File: config.mk
export PLATFORM = sky130hd
export DESIGN_NAME = fir_ctrl_fsm
export DESIGN_NICKNAME = d
export VERILOG_FILES = /design/src/rtl/fir_pkg.sv /design/src/rtl/fir_ctrl_lat_pipe.sv /design/src/rtl/fir_ctrl_fsm.sv
export SDC_FILE = /design/constraint.sdc
export NUM_CORES = 1
export LEC_CHECK = 0
export CORE_AREA = 2 2 102 104
export DETAILED_ROUTE_END_ITERATION = 12
export DIE_AREA = 0 0 104 106
export HOLD_SLACK_MARGIN = 0.05
export PLACE_DENSITY = 0.86
export RECOVER_POWER = 100
export SYNTH_ARGS = -nofsm -noshare
export SYNTH_HDL_FRONTEND = slang
export SYNTH_HIERARCHICAL = 1
export SYNTH_SLANG_ARGS = --single-unit
File: constraint.sdc
create_clock -name a_clk -period 3.2 [get_ports a_clk]
set_input_delay 0.96 -clock a_clk [delete_from_list [all_inputs] [get_ports a_clk]]
set_output_delay 0.96 -clock a_clk [all_outputs]
set_load 0.02 [all_outputs]
File: src/rtl/fir_pkg.sv
`default_nettype none
// +------------------------------------------------------------------+
// | fir_pkg : shared types and defaults for the FIR control sequencer |
// | Revision: 1.0                                                     |
// +------------------------------------------------------------------+
package fir_pkg;

    localparam int FIR_ADDR_WIDTH = 13;
    localparam int FIR_RAM_LAT    = 1;

    typedef enum logic [2:0] {
        IDLE  = 3'd0,
        INIT  = 3'd1,
        MAC   = 3'd2,
        DRAIN = 3'd3,
        WRITE = 3'd4,
        DONE  = 3'd5
    } fir_ctrl_state_t;

endpackage
`default_nettype wire

File: src/rtl/fir_ctrl_lat_pipe.sv
`default_nettype none
// +------------------------------------------------------------------+
// | fir_ctrl_lat_pipe : DEPTH-deep valid shift line aligning MAC      |
// | enables with RAM read data. Revision: 1.0                         |
// +------------------------------------------------------------------+
module fir_ctrl_lat_pipe #(
    parameter int DEPTH = 1
) (
    input  logic a_clk,
    input  logic a_rst,
    input  logic flush_i,
    input  logic valid_i,
    output logic valid_o
);

    logic [DEPTH-1:0] line_q;

    if (DEPTH == 1) begin : g_single
        always_ff @(posedge a_clk or posedge a_rst) begin
            if (a_rst) begin
                line_q <= '0;
            end else if (flush_i) begin
                line_q <= '0;
            end else begin
                line_q <= valid_i;
            end
        end
    end else begin : g_multi
        always_ff @(posedge a_clk or posedge a_rst) begin
            if (a_rst) begin
                line_q <= '0;
            end else if (flush_i) begin
                line_q <= '0;
            end else begin
                line_q <= {line_q[DEPTH-2:0], valid_i};
            end
        end
    end

    assign valid_o = line_q[DEPTH-1];

endmodule
`default_nettype wire

File: src/rtl/fir_ctrl_fsm.sv
`default_nettype none
// +------------------------------------------------------------------+
// | fir_ctrl_fsm : walks every output sample, issues tap addresses,   |
// | drives MAC enables and output writes. Optional FIR_CTRL_ABORT_EN. |
// | Revision: 1.0                                                     |
// +------------------------------------------------------------------+
module fir_ctrl_fsm
    import fir_pkg::*;
#(
    parameter int ADDR_WIDTH = FIR_ADDR_WIDTH,
    parameter int RAM_LAT    = FIR_RAM_LAT
) (
    input  logic                  a_clk,
    input  logic                  a_rst,
    input  logic                  start,
    input  logic [ADDR_WIDTH:0]   num_samples,
    input  logic [ADDR_WIDTH:0]   num_taps,
    output logic                  busy,
    output logic                  done,
    output logic                  fsm_mux_wej,
    output logic                  fsm_mux_wyj,
    output logic [ADDR_WIDTH-1:0] adres_probki_fir,
    output logic [ADDR_WIDTH-1:0] adres_wsp,
    output logic [ADDR_WIDTH-1:0] adres_probki_wyn_fir,
    output logic                  fsm_wyj_wr,
    output logic                  mac_clr,
    output logic                  mac_en
`ifdef FIR_CTRL_ABORT_EN
    ,
    input  logic                  abort,
    output logic                  aborted
`endif
);

    localparam logic [ADDR_WIDTH:0] c_ONE        = {{ADDR_WIDTH{1'b0}}, 1'b1};
    localparam logic [2:0]          c_DRAIN_LAST = 3'(RAM_LAT - 1);

    fir_ctrl_state_t       state_q, state_d;
    logic [ADDR_WIDTH-1:0] n_q, n_d, k_q, k_d;
    logic [2:0]            drain_q, drain_d;
    logic [ADDR_WIDTH:0]   samples_q, samples_d, taps_q, taps_d;
    logic                  abort_req;
    logic                  last_tap, last_sample, no_taps;

`ifdef FIR_CTRL_ABORT_EN
    logic aborted_q;

    assign abort_req = abort && (state_q != IDLE);

    always_ff @(posedge a_clk or posedge a_rst) begin
        if (a_rst) begin
            aborted_q <= 1'b0;
        end else begin
            aborted_q <= abort_req;
        end
    end

    assign aborted = aborted_q;
`else
    assign abort_req = 1'b0;
`endif

    // K(n) = min(n+1, T): tap k is the last one when k == n or k+1 == T.
    assign last_tap    = (k_q == n_q) || (({1'b0, k_q} + c_ONE) == taps_q);
    assign last_sample = (({1'b0, n_q} + c_ONE) == samples_q);
    assign no_taps     = (taps_q == '0);

    always_ff @(posedge a_clk or posedge a_rst) begin
        if (a_rst) begin
            state_q   <= IDLE;
            n_q       <= '0;
            k_q       <= '0;
            drain_q   <= '0;
            samples_q <= '0;
            taps_q    <= '0;
        end else begin
            state_q   <= state_d;
            n_q       <= n_d;
            k_q       <= k_d;
            drain_q   <= drain_d;
            samples_q <= samples_d;
            taps_q    <= taps_d;
        end
    end

    always_comb begin
        state_d              = state_q;
        n_d                  = n_q;
        k_d                  = k_q;
        drain_d              = drain_q;
        samples_d            = samples_q;
        taps_d               = taps_q;
        busy                 = (state_q != IDLE);
        fsm_mux_wej          = (state_q != IDLE);
        fsm_mux_wyj          = (state_q != IDLE);
        done                 = 1'b0;
        mac_clr              = 1'b0;
        fsm_wyj_wr           = 1'b0;
        adres_probki_fir     = '0;
        adres_wsp            = '0;
        adres_probki_wyn_fir = '0;

        case (state_q)
            IDLE: begin
                if (start) begin
                    samples_d = num_samples;
                    taps_d    = num_taps;
                    state_d   = INIT;
                end
            end
            INIT: begin
                mac_clr = 1'b1;
                n_d     = '0;
                k_d     = '0;
                drain_d = '0;
                if (samples_q == '0) begin
                    state_d = DONE;
                end else begin
                    state_d = no_taps ? DRAIN : MAC;
                end
            end
            MAC: begin
                if (last_tap) begin
                    state_d = DRAIN;
                    drain_d = '0;
                end else begin
                    k_d = k_q + 1'b1;
                end
            end
            DRAIN: begin
                if (drain_q == c_DRAIN_LAST) begin
                    state_d = WRITE;
                end else begin
                    drain_d = drain_q + 3'd1;
                end
            end
            WRITE: begin
                fsm_wyj_wr = 1'b1;
                mac_clr    = 1'b1;
                if (last_sample) begin
                    state_d = DONE;
                end else begin
                    n_d     = n_q + 1'b1;
                    k_d     = '0;
                    drain_d = '0;
                    state_d = no_taps ? DRAIN : MAC;
                end
            end
            DONE: begin
                done    = 1'b1;
                n_d     = '0;
                k_d     = '0;
                state_d = IDLE;
            end
            default: state_d = IDLE;
        endcase

        if ((state_q == MAC) || (state_q == DRAIN) || (state_q == WRITE)) begin
            adres_probki_fir     = n_q - k_q;
            adres_wsp            = k_q;
            adres_probki_wyn_fir = n_q;
        end

        if (abort_req) begin
            state_d = IDLE;
            n_d     = '0;
            k_d     = '0;
            drain_d = '0;
        end
    end

    fir_ctrl_lat_pipe #(
        .DEPTH (RAM_LAT)
    ) u_lat_pipe (
        .a_clk   (a_clk),
        .a_rst   (a_rst),
        .flush_i (abort_req),
        .valid_i (state_q == MAC),
        .valid_o (mac_en)
    );

endmodule
`default_nettype wire

==> run_results.csv, run 1 <==
group,metric,value,unit
clock_tree,htreeDepth,3,
power_and_ir_drop,p_leak,3.08,nW
setup_path,crit_chain,"inv_2 -> ha_4 -> fa_2 -> nor2b_4 -> o21a_1 -> o21ai_2 -> a21oi_2 -> buf_4 -> o21a_1 -> or4_1 -> and3_1 -> buf_4",
sta,setup_viol,8,
synth,synth_cells,556,
place,gp_congestion,1.00,
detailed_routing,vias_per_cell,6.14,
power_and_ir_drop,p_sw,340,µW
sta,maxSlewViolCount,0,
power_and_ir_drop,clkPwrFrac,45.6,%
detailed_routing,drt_iter0_drc,545,
floorplan,core-area,10000,µm²
clock_tree,cts_made_buffers,9,
hold_path,hold_class,"flop to flop",
detailed_routing,num_vias,5185,
run_status,violations,"negative setup slack",
synth,syn_area,4800,µm²
synth,syn_area_per_cell,8.64,µm²
clock_tree,insertion_delay,0.34,ns
synth,synth_edf_count,0,
place,dp_hpwl,11.8,mm
synth,syn_nets,604,
synth,ys_warn_count,6,
synth,synth_seq_cells,61,
final_layout,num-fill-cells,847,
detailed_routing,dr.pass1.iters,5,
floorplan,ios,77,
synth,synthArstFlopShare,100,%
clock_tree,root_buffer,"clkbuf_8",
clock_tree,cts_sinks,61,
sta,whs,0.507,ns
setup_path,worstPathMaxFanout,2,
clock_tree,cts_tree,"done",
floorplan,die-area,11000,µm²
power_and_ir_drop,total_power,1.52,mW
final_layout,diodes,0,
grt,track_usage,28.2,%
detailed_routing,wl_per_cell,18.8,µm
power_and_ir_drop,combPwrFrac,3.8,%
power_and_ir_drop,ir_worst_vdd,0.167,mV
detailed_routing,wl,15.9,mm
final_layout,mostFrequentLayoutCells,"92 x buf_4, 61 x dfrtp_1, 50 x nor2_1, 30 x clkdlybuf4s50_1",
power_and_ir_drop,seqPwrFrac,50.7,%
place,numPortBuffers,76,
sta,finalCritPeriodShare,114,%
job,maxCapViolCount,0,
grt,grt.overflow.total,0,
place,dp_slack,-0.484,ns
setup_path,path_class,"flop to output pin",
floorplan,die_w,104,µm
floorplan,die_h,106,µm
grt,grt_pass1_wl,24.9,mm
sta,worst_pin_slew,1.00,ns
clock_tree,max-clock-path-buffers,2,
power_and_ir_drop,p_per_area,233,nW/µm²
run_status,status,"complete, but fails checks",
sta,period_needed,3.65,ns
final_layout,final_nets,752,
grt,grt_antenna_before_repair,0,
setup_path,cp_slowest_cell,"dfrtp_1",
sta,rsz0062_at_grt,"yes",
setup_path,cp-start-kind,"flop",
floorplan,start_util,48.0,%
synth,ys.flop_type,"dfrtp_1",
final_layout,drive_gt1_share,25.7,%
grt,grt_max_degree,25,
floorplan,rows,37,
setup_path,arrival,2.69,ns
final_layout,syn_to_final_growth,36.0,%
setup_path,slowest_delay,0.41,ns
detailed_routing,postRouteAntennaNets,0,
synth,synth.distinct_cells,70,
power_and_ir_drop,p_int,1.18,mW
synth,ys_seq_area_share,31.8,%
sta,fin_skew,0.00972,ns
sta,clock.fmax,0.274,GHz
sta,hold_viol_final,0,
power_and_ir_drop,switching_share,22.3,%
sta,slew_headroom,33.3,%
detailed_routing,route.detailed.drc,0,
final_layout,final_common_cell,"buf_4",
sta,setup-tns-final,-1.36,ns
setup_path,cp.required,2.24,ns
clock_tree,cts_hold_repair.buffers,0,
setup_path,worst_setup_path_end_kind,"output pin",
clock_tree,cts.clk_slew.worst_paths,0.07,ns
grt,grt_pass1_vias,4886,
sta,setup_ws,-0.448,ns
cell families after synthesis:
kind of cell,after synthesis,share of synthesized area [%]
other cells,1,0.0781
compound gates,138,20.1
fa+ha+maj,17,4.59
xor+xnor,41,7.76
mux,28,6.51
simple gates,203,23.3
buf+inv,67,5.86
flops,61,31.8
per-layer routing:
layer | routed length (µm) | vias up | GRT usage [%]
met4 | 587 | 0 | 10.6
met3 | 1240 | 50 | 4.66
li1 | - | 2353 | -
met1 | 6500 | 2499 | 36.7
met5 | 0 | - | 0
met2 | 7590 | 283 | 47.4
sequential cells by signal, indices dropped and copies added, names as in the netlist:
register	flops
samples_q	14
drain_q	3
taps_q	14
n_q	13
k_q	13
u_lat_pipe/valid_o	1
state_q	3
final cells by class:
type,instances,area (µm²),area share (%)
Clock buffer,10,138,2.11
Tap cell,136,170,2.60
Timing Repair Buffer,173,1390,21.3
Inverter,31,119,1.82
Multi-Input combinational cell,428,3130,47.9
Clock inverter,6,62.6,0.958
Sequential cell,61,1530,23.4
per-stage QoR:
stage | std cells | utilization, % | cell area, µm²
after global routing | 845 | 65.3 | 6530
after floorplan | 556 | - | 4810
after detailed placement | 814 | 61.9 | 6190
after global placement | 814 | 61.9 | 6190
final | 845 | 65.3 | 6530
after CTS | 835 | 64.3 | 6430
worst max-delay path: cells and delay by family (launching register included):
kind	cells	cell delay, ns
flip-flops	1	0.41
AO/OA/AOI/OAI	4	0.55
AND/OR/NAND/NOR	3	0.61
buffers and inverters	3	0.40
adder cells (fa/ha/maj)	2	0.37
worst paths after layout:
check / cells past startpoint / endpoint / slack [ns] / from
max reg2reg: 13 / k_q[8] / 0.06 / k_q[1]
min reg2reg: 1 / drain_q[0] / 0.51 / drain_q[0]
min: 1 / drain_q[0] / 0.51 / drain_q[0]
min in group asynchronous: 2 / u_lat_pipe/valid_o / 0.91 / a_rst
max: 12 / adres_probki_fir[10] / -0.45 / n_q[0]
max in group asynchronous: 3 / n_q[6] / 0.48 / a_rst
cells in the mapped netlist, drive strengths merged, types with 6 or more instances:
cell type,n,area share [%]
a21o,8,1.3
a21oi,24,2.5
a31oi,13,1.7
and3,9,1.2
and4,9,1.7
buf,16,1.8
clkbuf,20,1.6
dfrtp,61,32
ha,16,4.2
inv,31,2.4
mux2,26,6.1
nand2,28,2.2
nand3,21,2.2
nand4,18,2.7
nor2,50,3.9
nor2b,16,2.2
nor3,17,1.8
nor4,9,1.6
o21ai,30,3.1
o31ai,10,1.6
or4,6,1.0
xnor2,29,5.3
xor2,11,2.0
power by group through the flow:
stage / sequential [mW] / clock [mW] / combinational [mW]
finish: 0.771 / 0.694 / 0.0571
global route: 0.771 / 0.734 / 0.0631
CTS: 0.771 / 0.700 / 0.0602
detailed placement: 0.786 / 0 / 0.0597
global placement: 0.786 / 0 / 0.0585
floorplan: 0.787 / 0 / 0.0129
timing repair:
item,CTS,global route
pin swaps,11,15
gates resized for setup,86,31
endpoints found under the setup margin,37,33
buffers inserted,6,11
(Power assumes the default switching activity.)
==> inputs of run 2 (changes only) <==
--- a/config.mk
+++ b/config.mk
@@ -6,6 +6,7 @@
 export NUM_CORES = 1
 export LEC_CHECK = 0
 export CORE_AREA = 2 2 102 104
+export CTS_CLUSTER_SIZE = 25
 export DETAILED_ROUTE_END_ITERATION = 12
 export DIE_AREA = 0 0 104 106
 export HOLD_SLACK_MARGIN = 0.05
==> results of run 2 <==
The final DEF is identical to that of run 1; final timing and power are the same.
